<file path="src/rtl/crc16_pkg.sv">
// Shared constants, state encoding and the LFSR step function for the
// serial CRC-16 encoder/checker pair (poly 0x8005, init 0, no reflection,
// no final XOR).
package crc16_pkg;

    localparam int              CRC_W    = 16;
    localparam logic [15:0]     CRC_POLY = 16'h8005;
    localparam logic [15:0]     CRC_INIT = 16'h0000;

    localparam int              CNT_W    = 4;
    localparam logic [CNT_W-1:0] CNT_ZERO = 4'd0;
    localparam logic [CNT_W-1:0] CNT_ONE  = 4'd1;
    localparam logic [CNT_W-1:0] CNT_LAST = 4'd15;

    typedef enum logic [1:0] {
        IDLE = 2'd0,
        DATA = 2'd1,
        CRC  = 2'd2,
        DONE = 2'd3
    } crc_state_e;

    // One MSB-first LFSR step: shift left, fold the polynomial in when the
    // feedback bit (outgoing MSB xor incoming bit) is set.
    function automatic logic [CRC_W-1:0] crc_step(input logic [CRC_W-1:0] r,
                                                  input logic             b);
        logic fb;
        fb       = r[CRC_W-1] ^ b;
        crc_step = {r[CRC_W-2:0], 1'b0} ^ ({CRC_W{fb}} & CRC_POLY);
    endfunction

endpackage

</file>
<file path="src/rtl/crc16_serial_lfsr.sv">
// Bit-serial CRC-16 shift register with synchronous clear and shift enable.
// Shared between the encoder and the checker; clear wins over shift.
module crc16_serial_lfsr
    import crc16_pkg::*;
(
    input  logic             clk,
    input  logic             rst,
    input  logic             clr,
    input  logic             shift_en,
    input  logic             bit_in,
    output logic [CRC_W-1:0] r,
    output logic             zero
);

    logic [CRC_W-1:0] r_d;
    logic [CRC_W-1:0] r_q;

    // Next register value: clear to the init value, step on a sampled bit, else hold.
    always_comb begin
        r_d = r_q;
        if (clr) begin
            r_d = CRC_INIT;
        end else if (shift_en) begin
            r_d = crc_step(r_q, bit_in);
        end else begin
            r_d = r_q;
        end
    end

    // Register state, asynchronously reset to the init value.
    always_ff @(posedge clk or negedge rst) begin
        if (!rst) begin
            r_q <= CRC_INIT;
        end else begin
            r_q <= r_d;
        end
    end

    assign r    = r_q;
    assign zero = (r_q == {CRC_W{1'b0}});

endmodule

</file>
<file path="config.mk">
export PLATFORM = sky130hd
export DESIGN_NAME = crc16_serial_lfsr
export DESIGN_NICKNAME = d
export VERILOG_FILES = /design/src/rtl/crc16_pkg.sv /design/src/rtl/crc16_serial_lfsr.sv
export SDC_FILE = /design/constraint.sdc
export NUM_CORES = 1
export LEC_CHECK = 0
export BUFFER_PORTS_ARGS = -buffer_cell sky130_fd_sc_hd__buf_2
export CORE_UTILIZATION = 48
export DETAILED_ROUTE_END_ITERATION = 6
export GPL_TIMING_DRIVEN = 0
export PLACE_DENSITY_LB_ADDON = 0.2
export SYNTH_ARGS = -nofsm -noshare
export SYNTH_HDL_FRONTEND = slang
export SYNTH_SLANG_ARGS = --single-unit
</file>
<file path="constraint.sdc">
create_clock -name clk -period 1.2 [get_ports clk]
set_input_delay 0.06 -clock clk [delete_from_list [all_inputs] [get_ports clk]]
set_output_delay 0.06 -clock clk [all_outputs]
set_load 0.05 [all_outputs]
</file>
==> results.md <==
* Outcome: complete, but fails checks
* Failing checks: setup timing
* Proportion of synthesized chip area in sequential cells at 55.46%
* Critical path buffer and inverter count at 1
* Synthesis Warnings at 0
* Number of nets with antenna violations after routing at 0
* Worst supply voltage drop on vdd at 0.0008338 V
* Mean instance size in the synthesized netlist at 11.28 um^2
* Post-Place Cells at 98
* Crit Reg-Reg Endpoint: r[2]$_DFFE_PN0P_
* Critical path peak fanout at 2
* CP max-delay cell: sky130_fd_sc_hd__dfrtp_2
* Ant. Diodes at 0
* Total gr overflow at 0
* Normalized max-slew margin at 76.59%
* GR peak layer: met1
* Reg-to-reg slack, setup at 0.05 ns
* WL final at 1583 um
* Detailed router's first-iteration violation count at 7
* Weighted congestion reported at the end of routability-driven placement at 0.7367
* CP delay by family, top: simple AND/OR/NAND/NOR gates
* Detailed-route DRC error count at 0
* Beginning of the worst hold path: clr
* Post-synthesis instance area at 721.9 um^2
* Fraction of met2 tracks used by global routing at 32.42%
* Area of the core region at 1350 um^2
* Max-cap violations at 0
* Number of max-slew violations in the final report at 0
* Path depth of the worst reg2reg path at 4
* Clock latency on the worst-skew pair at 0.28 ns
* Number of instances on the worst hold path at 2
* Global-route track usage on met3 at 3.261%
* Category of the most critical setup path: reg2out
* Final worst path period need at 1.471 ns
* Clock slew at the register clock pins of the worst setup and hold paths at 0.10 ns
* H-Tree Level Count at 1
* Site row count at 13
* Lkg Pwr at 0.5444 nW
* Finish-stage setup viols at 1
* Kind of path behind the tightest hold check: in2reg
* Final period utilization at 122.6%
* Most frequent standard cell in the layout excluding fill and tap cells: sky130_fd_sc_hd__buf_2
* Sinks on Clock Net at 16
* Via count of the first global-routing pass at 496
* Final cell count without fillers at 111
* Number of placed I/O pins at 22
* Crit path arrival time at 1.41 ns
* Pin count of the biggest net entering global routing at 17
* Final routed wire length divided by cell count at 14.26 um
* Most frequent cells in the layout: sky130_fd_sc_hd__buf_2 (20), sky130_fd_sc_hd__nor2_1 (16), sky130_fd_sc_hd__dfrtp_2 (14)
* Unrepaired setup endpoints after global routing: yes
* All-Layer GR Usage at 22.50%
* Floorplan die area at 1663 um^2
* Synth-to-layout area growth at 42.98%
* Detailed Routing Iterations Pass 1 at 4
* Slew of the pin with the lowest slew margin at 0.3511 ns
* Initial standard-cell utilization of the core at 53.48%
* Sequence of cells on the critical path: nor4_4, and4_4, buf_8
* Fraction of the core area covered by cells at the end of the flow at 76.46%
* Per-cell via count in the routed design at 5.252
* CP Launch Type: register
* Met1 layer usage reported by global route at 33.10%
* Overall via count from detail_route at 583
* Setup slack after layout at -0.2714 ns
* Width of the chip at 40.78 um
* Cell at the root of the clock tree: sky130_fd_sc_hd__clkbuf_4
* Top achievable clock speed at 0.6796 GHz
* Flip-flop and latch count after synthesis at 16
* Final hold vios at 0
* Number of buffers inserted during clock tree synthesis at 3
* Flip-flop count of the largest register, all copies and words added at 16
* Fraction of final layout cells with drive strength greater than 1 at 56.25%
* Global-route wire length before repair at 2359 um
* Delay contributed by the slowest stage of the critical path at 0.44 ns
* Number of antenna violations at the first check in global routing at 0
* Clock tree from TritonCTS: yes
* Die height at 40.78 um
* Power per cell area at 1118 nW/um^2
* Mapped Cells at 64
* Final setup skew at 0.005756 ns
* Worst endpoint required time at 1.14 ns
* Total of fill cells in the finished design at 80
* Count of cell types in the netlist at 16
* Syn nets at 69
* Post-detail-place hpwl at 1027 um
* Critical Path Sink Type: primary output
* Hold-critical path endpoint: r[11]$_DFFE_PN0P_
* Net count reported at finish at 102
* Number of port buffers at 19
* Worst reg2reg startpoint: r[15]$_DFFE_PN0P_
* Longest Clk Path Bufs at 2
## area by class of cell
| cell class | count | area, um^2 | share of cell area, % |
|---|---|---|---|
| buffer | 4 | 25.02 | 2.424 |
| clock buffer | 4 | 36.28 | 3.515 |
| multi-input combinational | 44 | 359.1 | 34.79 |
| sequential | 16 | 417.9 | 40.48 |
| tap | 15 | 18.77 | 1.818 |
| timing repair buffer | 28 | 175.2 | 16.97 |
## metrics by stage
step	TNS, ns	instance area [um^2]	hold WS [ns]	power, mW	setup slack [ns]
floorplan	-0.02386	740.7	-0.2356	0.7159	-0.02386
global placement	-0.1031	854.6	-0.01092	0.7606	-0.1031
detailed placement	-0.1211	854.6	-0.01078	0.7618	-0.1211
CTS	-0.2578	989.7	0.05166	1.146	-0.2578
global route	-0.3165	1032	0.05374	1.201	-0.3154
finish	-0.2714	1032	0.06416	1.154	-0.2714
## power by group
part	switching, mW	internal (mW)	leakage [nW]
logic	0.137	0.0909	0.325
clock network	0.171	0.184	0.0210
registers	0.0171	0.553	0.198
## how the worst max path moves through the flow
stage | from | end | slack, ns | cells after the start
final | r[15]$_DFFE_PN0P_ | zero | -0.27 | 3
after global routing | r[15]$_DFFE_PN0P_ | zero | -0.32 | 3
after CTS | r[9]$_DFFE_PN0P_ | zero | -0.26 | 3
after detailed placement | r[9]$_DFFE_PN0P_ | zero | -0.12 | 3
after global placement | r[15]$_DFFE_PN0P_ | zero | -0.10 | 3
after floorplan | r[15]$_DFFE_PN0P_ | zero | -0.02 | 2
## cells by family (layout without fill, tap and decap cells)
kind of cell | Yosys count | in the layout | share of synthesized area, %
and+or+nand+nor | 25 | 25 | 16.46
AOI/OAI and AO/OA | 4 | 4 | 4.160
DFF | 16 | 16 | 55.46
muxes | 13 | 13 | 18.02
xor gates and xnor gates | 2 | 2 | 2.427
buffers and inverters | 4 | 36 | 3.466
## what timing repair did
| item | CTS | global route |
|---|---|---|
| hold buffers | 1 | 0 |
| buffers inserted | 6 | 2 |
| resized for setup | 8 | 4 |
| endpoints found under the hold margin | 16 | 0 |
| setup endpoints to repair | 1 | 1 |
| gates cloned | 0 | 0 |
| pin swaps | 2 | 2 |
## synth_stat cells, drive strengths merged
| library cell | n | area [um^2] |
|---|---|---|
| xor2 | 1 | 8.760 |
| a211oi | 1 | 7.510 |
| mux2i | 13 | 130.1 |
| xnor2 | 1 | 8.760 |
| buf | 4 | 25.02 |
| nor2 | 16 | 60.06 |
| nor4 | 4 | 25.02 |
| nand2b | 2 | 12.51 |
| o221ai | 1 | 8.760 |
| nand4b | 1 | 8.760 |
| and4 | 1 | 8.760 |
| nand2 | 1 | 3.750 |
| a21oi | 1 | 5.000 |
| a31o | 1 | 8.760 |
| dfrtp | 16 | 400.4 |
## metal layers
metal	share of wire [%]	up-vias
li1	-	289
met1	48	278
met4	0.69	0
met3	3.6	2
met2	48	14
met5	0	-
(Power assumes the default switching activity.)
